<file path="src/rtl/aom_dac_spi_drv.sv">
// Serial driver for the AOM amplitude DAC: buffers one pending code and shifts
// 24-bit write frames out MSB-first. Define AOM_DAC_LDAC_EN to add an LDAC_N pulse after each frame.
module aom_dac_spi_drv #(
   parameter real        TCQ     = 0.1,
   parameter int         CLK_DIV = 4,
   parameter int         GAP_CYC = 8,
   parameter logic [3:0] DAC_CMD = 4'b0011
) (
   input  logic        clk_i,
   input  logic        rst_i,
   input  logic        aom_en_i,
   input  logic [11:0] aom_voltage_i,
   output logic        dac_busy_o,
   output logic        dac_done_o,
   output logic [15:0] dac_ovwr_cnt_o,
   output logic [11:0] dac_last_code_o,
   output logic        DAC_SYNC_N,
   output logic        DAC_SCLK,
   output logic        DAC_SDIN,
   output logic        DAC_LDAC_N
);

   localparam logic [2:0] ST_IDLE  = 3'd0;
   localparam logic [2:0] ST_LOAD  = 3'd1;
   localparam logic [2:0] ST_SHIFT = 3'd2;
   localparam logic [2:0] ST_GAP   = 3'd3;
`ifdef AOM_DAC_LDAC_EN
   localparam logic [2:0] ST_LDAC  = 3'd4;
   localparam logic [3:0] CMD_NIB  = 4'b0001;
`else
   localparam logic [3:0] CMD_NIB  = DAC_CMD;
`endif
   localparam logic [7:0] HALF_LAST = 8'(CLK_DIV - 1);
   localparam logic [7:0] GAP_LAST  = 8'(GAP_CYC - 1);

   // TCQ only shapes simulation timing in older models; kept for interface compatibility.
   logic unused_tcq;
   assign unused_tcq = (TCQ > 0.0);

   function automatic logic [15:0] sat_inc(input logic [15:0] v);
      return (v == 16'hFFFF) ? v : v + 16'd1;
   endfunction

   function automatic logic [23:0] build_frame(input logic [11:0] code);
      return {CMD_NIB, 4'b0000, code, 4'b0000};
   endfunction

   logic [2:0]  state_q, state_d;
   logic        pend_vld_q, pend_vld_d;
   logic [11:0] pend_code_q, pend_code_d;
   logic [11:0] code_q, code_d;
   logic [23:0] shreg_q, shreg_d;
   logic [7:0]  half_q, half_d;
   logic [4:0]  bit_q, bit_d;
   logic [15:0] ovwr_q, ovwr_d;
   logic [11:0] last_q, last_d;
   logic        sync_n_q, sync_n_d;
   logic        sclk_q, sclk_d;
   logic        sdin_q, sdin_d;
   logic        consume;
   logic [23:0] frame_w;
`ifdef AOM_DAC_LDAC_EN
   logic        ldac_n_q, ldac_n_d;
   logic [3:0]  unused_cmd;
   assign unused_cmd = DAC_CMD;
`endif

   assign consume = (state_q == ST_IDLE) && pend_vld_q;
   assign frame_w = build_frame(code_q);

   always_comb begin
      state_d     = state_q;
      pend_vld_d  = pend_vld_q;
      pend_code_d = pend_code_q;
      code_d      = code_q;
      shreg_d     = shreg_q;
      half_d      = half_q;
      bit_d       = bit_q;
      ovwr_d      = ovwr_q;
      last_d      = last_q;
      sync_n_d    = sync_n_q;
      sclk_d      = sclk_q;
      sdin_d      = sdin_q;
`ifdef AOM_DAC_LDAC_EN
      ldac_n_d    = ldac_n_q;
`endif

      // A request arriving while IDLE drains the buffer refills it without loss.
      if (aom_en_i) begin
         pend_vld_d  = 1'b1;
         pend_code_d = aom_voltage_i;
         if (pend_vld_q && !consume) ovwr_d = sat_inc(ovwr_q);
      end else if (consume) begin
         pend_vld_d = 1'b0;
      end

      case (state_q)
         ST_IDLE: begin
            if (pend_vld_q) begin
               state_d  = ST_LOAD;
               code_d   = pend_code_q;
               sync_n_d = 1'b0;
            end
         end
         ST_LOAD: begin
            shreg_d = frame_w;
            sdin_d  = frame_w[23];
            sclk_d  = 1'b1;
            half_d  = 8'd0;
            bit_d   = 5'd0;
            state_d = ST_SHIFT;
         end
         ST_SHIFT: begin
            if (half_q == HALF_LAST) begin
               half_d = 8'd0;
               if (sclk_q) begin
                  sclk_d = 1'b0;
               end else if (bit_q == 5'd23) begin
                  state_d  = ST_GAP;
                  sync_n_d = 1'b1;
                  sclk_d   = 1'b1;
                  sdin_d   = 1'b0;
                  last_d   = code_q;
               end else begin
                  bit_d   = bit_q + 5'd1;
                  sclk_d  = 1'b1;
                  sdin_d  = shreg_q[22];
                  shreg_d = {shreg_q[22:0], 1'b0};
               end
            end else begin
               half_d = half_q + 8'd1;
            end
         end
         ST_GAP: begin
            if (half_q == GAP_LAST) begin
               half_d = 8'd0;
`ifdef AOM_DAC_LDAC_EN
               state_d  = ST_LDAC;
               ldac_n_d = 1'b0;
`else
               state_d  = ST_IDLE;
`endif
            end else begin
               half_d = half_q + 8'd1;
            end
         end
`ifdef AOM_DAC_LDAC_EN
         ST_LDAC: begin
            if (half_q == HALF_LAST) begin
               half_d   = 8'd0;
               ldac_n_d = 1'b1;
               state_d  = ST_IDLE;
            end else begin
               half_d = half_q + 8'd1;
            end
         end
`endif
         default: state_d = ST_IDLE;
      endcase
   end

   always_ff @(posedge clk_i) begin
      if (rst_i) begin
         state_q    <= ST_IDLE;
         pend_vld_q <= 1'b0;
         half_q     <= 8'd0;
         bit_q      <= 5'd0;
         ovwr_q     <= 16'd0;
         last_q     <= 12'd0;
         sync_n_q   <= 1'b1;
         sclk_q     <= 1'b1;
         sdin_q     <= 1'b0;
      end else begin
         state_q    <= state_d;
         pend_vld_q <= pend_vld_d;
         half_q     <= half_d;
         bit_q      <= bit_d;
         ovwr_q     <= ovwr_d;
         last_q     <= last_d;
         sync_n_q   <= sync_n_d;
         sclk_q     <= sclk_d;
         sdin_q     <= sdin_d;
      end
   end

   // Data holding registers are qualified by pend_vld/state and need no reset.
   always_ff @(posedge clk_i) begin
      pend_code_q <= pend_code_d;
      code_q      <= code_d;
      shreg_q     <= shreg_d;
   end

`ifdef AOM_DAC_LDAC_EN
   always_ff @(posedge clk_i) begin
      if (rst_i) ldac_n_q <= 1'b1;
      else       ldac_n_q <= ldac_n_d;
   end
   assign DAC_LDAC_N = ldac_n_q;
   assign dac_done_o = (state_q == ST_LDAC) && (half_q == HALF_LAST);
`else
   assign DAC_LDAC_N = 1'b1;
   assign dac_done_o = (state_q == ST_GAP) && (half_q == GAP_LAST);
`endif

   assign dac_busy_o      = pend_vld_q || (state_q != ST_IDLE);
   assign dac_ovwr_cnt_o  = ovwr_q;
   assign dac_last_code_o = last_q;
   assign DAC_SYNC_N      = sync_n_q;
   assign DAC_SCLK        = sclk_q;
   assign DAC_SDIN        = sdin_q;

endmodule

</file>
<file path="config.mk">
export PLATFORM = sky130hd
export DESIGN_NAME = aom_dac_spi_drv
export DESIGN_NICKNAME = d
export VERILOG_FILES = /design/src/rtl/aom_dac_spi_drv.sv
export SDC_FILE = /design/constraint.sdc
export NUM_CORES = 1
export LEC_CHECK = 0
export ABC_CLOCK_PERIOD_IN_PS = 3200
export CORE_MARGIN = 2
export CORE_UTILIZATION = 45
export CTS_CLUSTER_SIZE = 10
export DETAILED_ROUTE_END_ITERATION = 7
export HOLD_SLACK_MARGIN = 0.08
export PLACE_DENSITY = 0.66
export SLEW_MARGIN = 20
export SYNTH_ARGS = -nofsm -noshare
export SYNTH_HDL_FRONTEND = slang
export SYNTH_SLANG_ARGS = --single-unit
</file>
<file path="constraint.sdc">
create_clock -name clk_i -period 3.2 [get_ports clk_i]
set_input_delay 0.64 -clock clk_i [delete_from_list [all_inputs] [get_ports clk_i]]
set_output_delay 0.64 -clock clk_i [all_outputs]
set_load 0.03 [all_outputs]
</file>
==> flow_metrics.env, run 1 <==
export IMPL_cap_viol_max_count=0
export IMPL_clk_transition_reported_paths_ns=0.09
export IMPL_wl_um=7870
export IMPL_ant_nets=0
export IMPL_critPathCaptureType="primary output"
export IMPL_sw_frac_of_total_pct=24.4
export IMPL_num_antenna_cells=0
export IMPL_synthArstFlopShare_pct=0
export IMPL_cts_buffers=9
export IMPL_finish_utilization_pct=54.7
export IMPL_yosys_warnings=0
export IMPL_finalSetupViolCount=0
export IMPL_fin_tns_setup_ns=0
export IMPL_rows=34
export IMPL_grtUsageTotal_pct=17.3
export IMPL_start_kind="flop"
export IMPL_min_period_over_period_pct=85.7
export IMPL_outcome="complete, no violations"
export IMPL_htree_levels=3
export IMPL_cts_root_to_sink_buffers=2
export IMPL_dp_hpwl_um=5300
export IMPL_dp_cells=489
export IMPL_p_comb_share_pct=8.9
export IMPL_path_buf_inv=1
export IMPL_path_class="flop to primary output"
export IMPL_crit_required_ns=2.56
export IMPL_syn_inst=344
export IMPL_clockRootBuffer="clkbuf_8"
export IMPL_fmax_ghz=0.365
export IMPL_maxSlewViolCount=0
export IMPL_fin_skew_ns=0.00867
export IMPL_switchingPower_mw=0.557
export IMPL_die_width_um=97.5
export IMPL_fin_cells=505
export IMPL_yosysTopAreaCellShare_pct=32.9
export IMPL_drive_above_1_share_pct=11.8
export IMPL_final_net_count=414
export IMPL_start_util_pct=45.7
export IMPL_synth_fp_nets=366
export IMPL_yosysTopAreaCell="edfxtp_1"
export IMPL_postCtsSetupBuffers=0
export IMPL_clockPowerShare_pct=34.2
export IMPL_grt_util_met1_pct=24.5
export IMPL_drcViolationCount=0
export IMPL_path_cells="nor3_4, nand2_1, nor2_1, clkdlybuf4s50_1"
export IMPL_p_seq_share_pct=56.9
export IMPL_synth_cell_type_count=57
export IMPL_core_area_um2=8590
export IMPL_cts_tree="done"
export IMPL_die_h_um=97.5
export IMPL_setup_ws_ns=0.458
export IMPL_first_iter_violations=124
export IMPL_gr_total_overflow=0
export IMPL_synthToLayoutAreaGrowth_pct=19.6
export IMPL_rsz0062_at_grt="false"
export IMPL_vias=2803
export IMPL_leakagePower_nw=1.70
export IMPL_slowest_stage="clkdlybuf4s50_1"
export IMPL_use_met2_pct=26.1
export IMPL_hold_violations=0
export IMPL_syn_avg_cell_area_um2=11.4
export IMPL_place_ws_ns=0.731
export IMPL_grt_pass1_vias=2703
export IMPL_tightest_slew_ns=0.712
export IMPL_routedWlPerCell_um=15.6
export IMPL_ctsHoldBuffers=0
export IMPL_top_level_ports=49
export IMPL_antenna_found_initial=0
export IMPL_top_usage_layer="met2"
export IMPL_synth_top_cells_by_area="edfxtp_1, dfxtp_1, mux2_2"
export IMPL_synthFlopType="dfxtp_1"
export IMPL_power_density_nw_per_um2=486
export IMPL_vdd_drop_max_uv=201
export IMPL_min_delay_path_class="flop to flop"
export IMPL_dr_pass1_iters=4
export IMPL_clk_latency_ns=0.35
export IMPL_slew_headroom_pct=52.5
export IMPL_cts_sinks=90
export IMPL_synth_area_um2=3930
export IMPL_grt_max_degree=23
export IMPL_ys_seq_elements=90
export IMPL_cts_resized=0
export IMPL_gr_usage_met3_pct=3.31
export IMPL_yosysSeqAreaShare_pct=56.8
export IMPL_critical_path_max_stage_delay_ns=0.68
export IMPL_dieArea_um2=9500
export IMPL_place_congestion=0.778
export IMPL_p_int_mw=1.73
export IMPL_numPortBuffers=47
export IMPL_path_delay_family="buffers and inverters"
export IMPL_synth_edff_count=43
export IMPL_grt_pass1_wl_um=13300
export IMPL_min_period_ns=2.74
export IMPL_cp_max_fo=10
export IMPL_cp_data_arrival_time_ns=2.10
export IMPL_viasPerCell=5.55
[final timing paths]
kind                        from                 end  slack (ns)  cells after the start
hold / removal    pend_code_q[7]           code_q[7]        0.43                      0
setup reg to reg      state_q[0]  dac_ovwr_cnt_o[11]        1.03                      6
setup / recovery       half_q[3]          dac_done_o        0.46                      4
hold reg to reg   pend_code_q[7]           code_q[7]        0.43                      0
[flip-flops by register name (all words and copies together) (netlist names), 2 cells and up]
signal / count
dac_last_code_o: 12
half_q: 8
bit_q: 5
pend_code_q: 12
state_q: 2
code_q: 12
shreg_q: 19
dac_ovwr_cnt_o: 16
[cells by family (layout without fill, tap and decap cells)]
group                      count (synthesis)  after routing  share of synthesized area [%]
adders and majority gates                  7              7                           2.23
DFF                                       90             90                           56.8
and+or+nand+nor                          137            137                           20.0
buffers and inverters                     24             77                           2.93
xor gates and xnor gates                   1              1                          0.223
AOI/OAI and AO/OA                         51             51                           8.76
other                                      1              1                         0.0954
muxes                                     33             33                           8.98
[metal layers]
metal	wire length, µm	part of all wire [%]
met5	0	0
met4	104	1.3
met3	257	3.3
met2	3560	45
met1	3940	50
[placed cells by master (no fill, tap or decap), types with 3 or more instances in the layout]
| master | Yosys | final |
|---|---|---|
| and4_1 | 3 | 3 |
| edfxtp_1 | 43 | 43 |
| nand3_1 | 17 | 17 |
| inv_1 | 7 | 7 |
| or4_1 | 4 | 4 |
| nor2b_1 | 13 | 13 |
| nand2b_1 | 4 | 4 |
| nand4_1 | 12 | 12 |
| nor2_1 | 27 | 27 |
| and2_1 | 6 | 6 |
| dfxtp_1 | 47 | 47 |
| a21oi_1 | 16 | 16 |
| clkbuf_8 | 0 | 9 |
| o31ai_1 | 7 | 7 |
| nor4_1 | 4 | 4 |
| and3_1 | 5 | 5 |
| buf_4 | 2 | 7 |
| nand2_1 | 23 | 23 |
| o21ai_0 | 5 | 5 |
| mux2i_1 | 15 | 15 |
| or3_1 | 3 | 3 |
| ha_1 | 7 | 7 |
| clkdlybuf4s50_1 | 0 | 47 |
| mux2_2 | 18 | 18 |
| o211ai_1 | 3 | 3 |
[final cells by class]
type,instances,area (µm²)
fillers,762,3890
flip-flops and latches,90,2230
multi-input cells,230,1580
repair buffers,54,523
well taps,108,135
clock buffers,10,128
clock inverters,6,72.6
inverters,7,26.3
[through the flow]
step	area, µm²	hold WS [ns]	total power, mW
floorplan	3930	0.400	1.45
global placement	4500	0.402	1.52
detailed placement	4500	0.406	1.53
CTS	4700	0.430	2.31
global route	4700	0.443	2.38
finish	4700	0.430	2.28
[power by group through the flow]
stage | sequential (mW) | clock [mW] | combinational (mW)
floorplan | 1.32 | 0 | 0.131
global placement | 1.32 | 0 | 0.201
detailed placement | 1.33 | 0 | 0.205
CTS | 1.30 | 0.804 | 0.206
global route | 1.31 | 0.846 | 0.224
finish | 1.30 | 0.782 | 0.204
[synthesized netlist by cell type (2+ instances only)]
master	number
nor2b_1	13
ha_1	7
edfxtp_1	43
buf_2	7
dfxtp_1	47
inv_1	7
o41ai_1	2
o31ai_1	7
o21ai_0	5
clkbuf_1	4
nand2b_1	4
a31oi_1	2
o211ai_1	3
a41oi_1	2
or3_1	3
mux2_2	18
nor4_1	4
nor2_1	27
nor4b_1	2
nand4_1	12
a211oi_1	2
and2_1	6
buf_4	2
buf_1	2
or4_1	4
nand3b_1	2
nor3_1	2
and3_1	5
mux2i_1	15
nor3_4	2
and4_1	3
nand2_1	23
a21oi_1	16
nand3_1	17
o22ai_1	2
Power figures use the tool's default switching activity.
==> run 2, diff against run 1 <==
- ABC_CLOCK_PERIOD_IN_PS: 3200 -> not set
- CTS_BUF_LIST: not set -> sky130_fd_sc_hd__clkbuf_16
==> flow_metrics.env, run 2 (same netlist as run 1, synthesis figures left out) <==
export IMPL_p_int_mw=1.97
export IMPL_die_width_um=97.5
export IMPL_critical_path_max_stage_delay_ns=0.68
export IMPL_cts_root_to_sink_buffers=2
export IMPL_viasPerCell=5.59
export IMPL_path_delay_family="buffers and inverters"
export IMPL_final_cell_mix="dfxtp_1, clkdlybuf4s50_1, edfxtp_1"
export IMPL_slowest_stage="clkdlybuf4s50_1"
export IMPL_grt_pass1_wl_um=13400
export IMPL_fmax_ghz=0.366
export IMPL_hold_violations=0
export IMPL_core_area_um2=8590
export IMPL_clockRootBuffer="clkbuf_16"
export IMPL_cts_resized=0
export IMPL_path_class="flop to primary output"
export IMPL_min_period_ns=2.74
export IMPL_clockPowerShare_pct=41.3
export IMPL_postCtsSetupBuffers=0
export IMPL_vias=2821
export IMPL_synthToLayoutAreaGrowth_pct=22.2
export IMPL_drive_above_1_share_pct=11.8
export IMPL_path_cells="nor3_4, nand2_1, nor2_1, clkdlybuf4s50_1"
export IMPL_largest_register_ffs=19
export IMPL_cp_max_fo=10
export IMPL_finalSetupViolCount=0
export IMPL_rows=34
export IMPL_gr_total_overflow=0
export IMPL_antenna_found_initial=0
export IMPL_critPathCaptureType="primary output"
export IMPL_cap_viol_max_count=0
export IMPL_grt_max_degree=23
export IMPL_die_h_um=97.5
export IMPL_crit_required_ns=2.56
export IMPL_top_level_ports=49
export IMPL_htree_levels=3
export IMPL_fin_skew_ns=0.00631
export IMPL_first_iter_violations=116
export IMPL_clk_latency_ns=0.34
export IMPL_numPortBuffers=47
export IMPL_wl_um=7960
export IMPL_start_kind="flop"
export IMPL_regMostFlops="shreg_q"
export IMPL_rsz0062_at_grt="false"
export IMPL_drcViolationCount=0
export IMPL_num_antenna_cells=0
export IMPL_min_delay_path_class="flop to flop"
export IMPL_cts_tree="done"
export IMPL_tightest_slew_ns=0.698
export IMPL_cts_buffers=9
export IMPL_hold_slack_ns=0.423
export IMPL_grtUsageTotal_pct=17.6
export IMPL_final_net_count=414
export IMPL_routedWlPerCell_um=15.8
export IMPL_dieArea_um2=9500
export IMPL_min_period_over_period_pct=85.5
export IMPL_switchingPower_mw=0.594
export IMPL_path_buf_inv=1
export IMPL_sw_frac_of_total_pct=23.2
export IMPL_maxSlewViolCount=0
export IMPL_ctsHoldBuffers=0
export IMPL_slew_headroom_pct=53.5
export IMPL_dr_pass1_iters=4
export IMPL_cts_sinks=90
export IMPL_place_congestion=0.778
export IMPL_power_density_nw_per_um2=534
export IMPL_fin_tns_setup_ns=0
export IMPL_leakagePower_nw=1.75
export IMPL_outcome="complete, no violations"
export IMPL_grt_pass1_vias=2711
export IMPL_p_seq_share_pct=50.7
export IMPL_cp_data_arrival_time_ns=2.10
export IMPL_p_comb_share_pct=7.9
export IMPL_ant_nets=0
export IMPL_clk_transition_reported_paths_ns=0.07
export IMPL_vdd_drop_max_uv=293
export IMPL_dp_hpwl_um=5300
export IMPL_start_util_pct=45.7
export IMPL_num_fill_cells=743
==> run 2: changes by cell type in the layout (fill, tap and decap cells not counted), sizes merged <==
cell / before / now
inv: 9 / 10
clkbuf: 10 / 9
==> run 2: path summary, 6_finish.rpt <==
check,start,depth (start not counted),slack [ns],end
setup / recovery,half_q[3],4,0.46,dac_done_o
hold / removal,pend_code_q[2],0,0.42,code_q[2]
setup reg to reg,state_q[0],6,1.05,dac_ovwr_cnt_o[11]
hold reg to reg,pend_code_q[2],0,0.42,code_q[2]
==> run 2: area by class of cell <==
type	count	area [µm²]	share of cell area, %
clock buffer	9	225	4.69
clock inverter	7	76.3	1.59
inverter	7	26.3	0.547
multi-input combinational	230	1580	33.0
sequential	90	2230	46.5
tap	108	135	2.81
timing repair buffer	54	523	10.9
==> run 2: routing by layer <==
metal,wire length [µm],GRT usage (%),share of wire [%],vias to the layer above
li1,-,-,-,1379
met1,3880,24.8,49,1374
met2,3680,26.5,46,61
met3,305,4.39,3.8,7
met4,89,6.09,1.1,0
met5,0,0,0,-
==> run 2: power groups by stage <==
stage	logic, mW	registers, mW	clock network, mW
after floorplan	0.131	1.32	0
after global placement	0.201	1.32	0
after detailed placement	0.205	1.33	0
after CTS	0.207	1.30	1.08
after global routing	0.224	1.31	1.13
final	0.204	1.30	1.06
==> run 2: stage by stage <==
step | power, mW | std cells | util [%] | cell area, µm² | setup slack, ns
after global placement | 1.52 | 489 | 52.4 | 4500 | 0.800
after global routing | 2.66 | 505 | 55.9 | 4800 | 0.328
final | 2.56 | 505 | 55.9 | 4800 | 0.465
after floorplan | 1.45 | 344 | - | 3930 | 0.722
after CTS | 2.59 | 505 | 55.9 | 4800 | 0.472
after detailed placement | 1.53 | 489 | 52.4 | 4500 | 0.731
==> run 3, diff against run 2 <==
- CTS_CLUSTER_SIZE: 10 -> 12
==> results of run 3 <==
Final layout, timing and power as in run 2 (identical DEF).
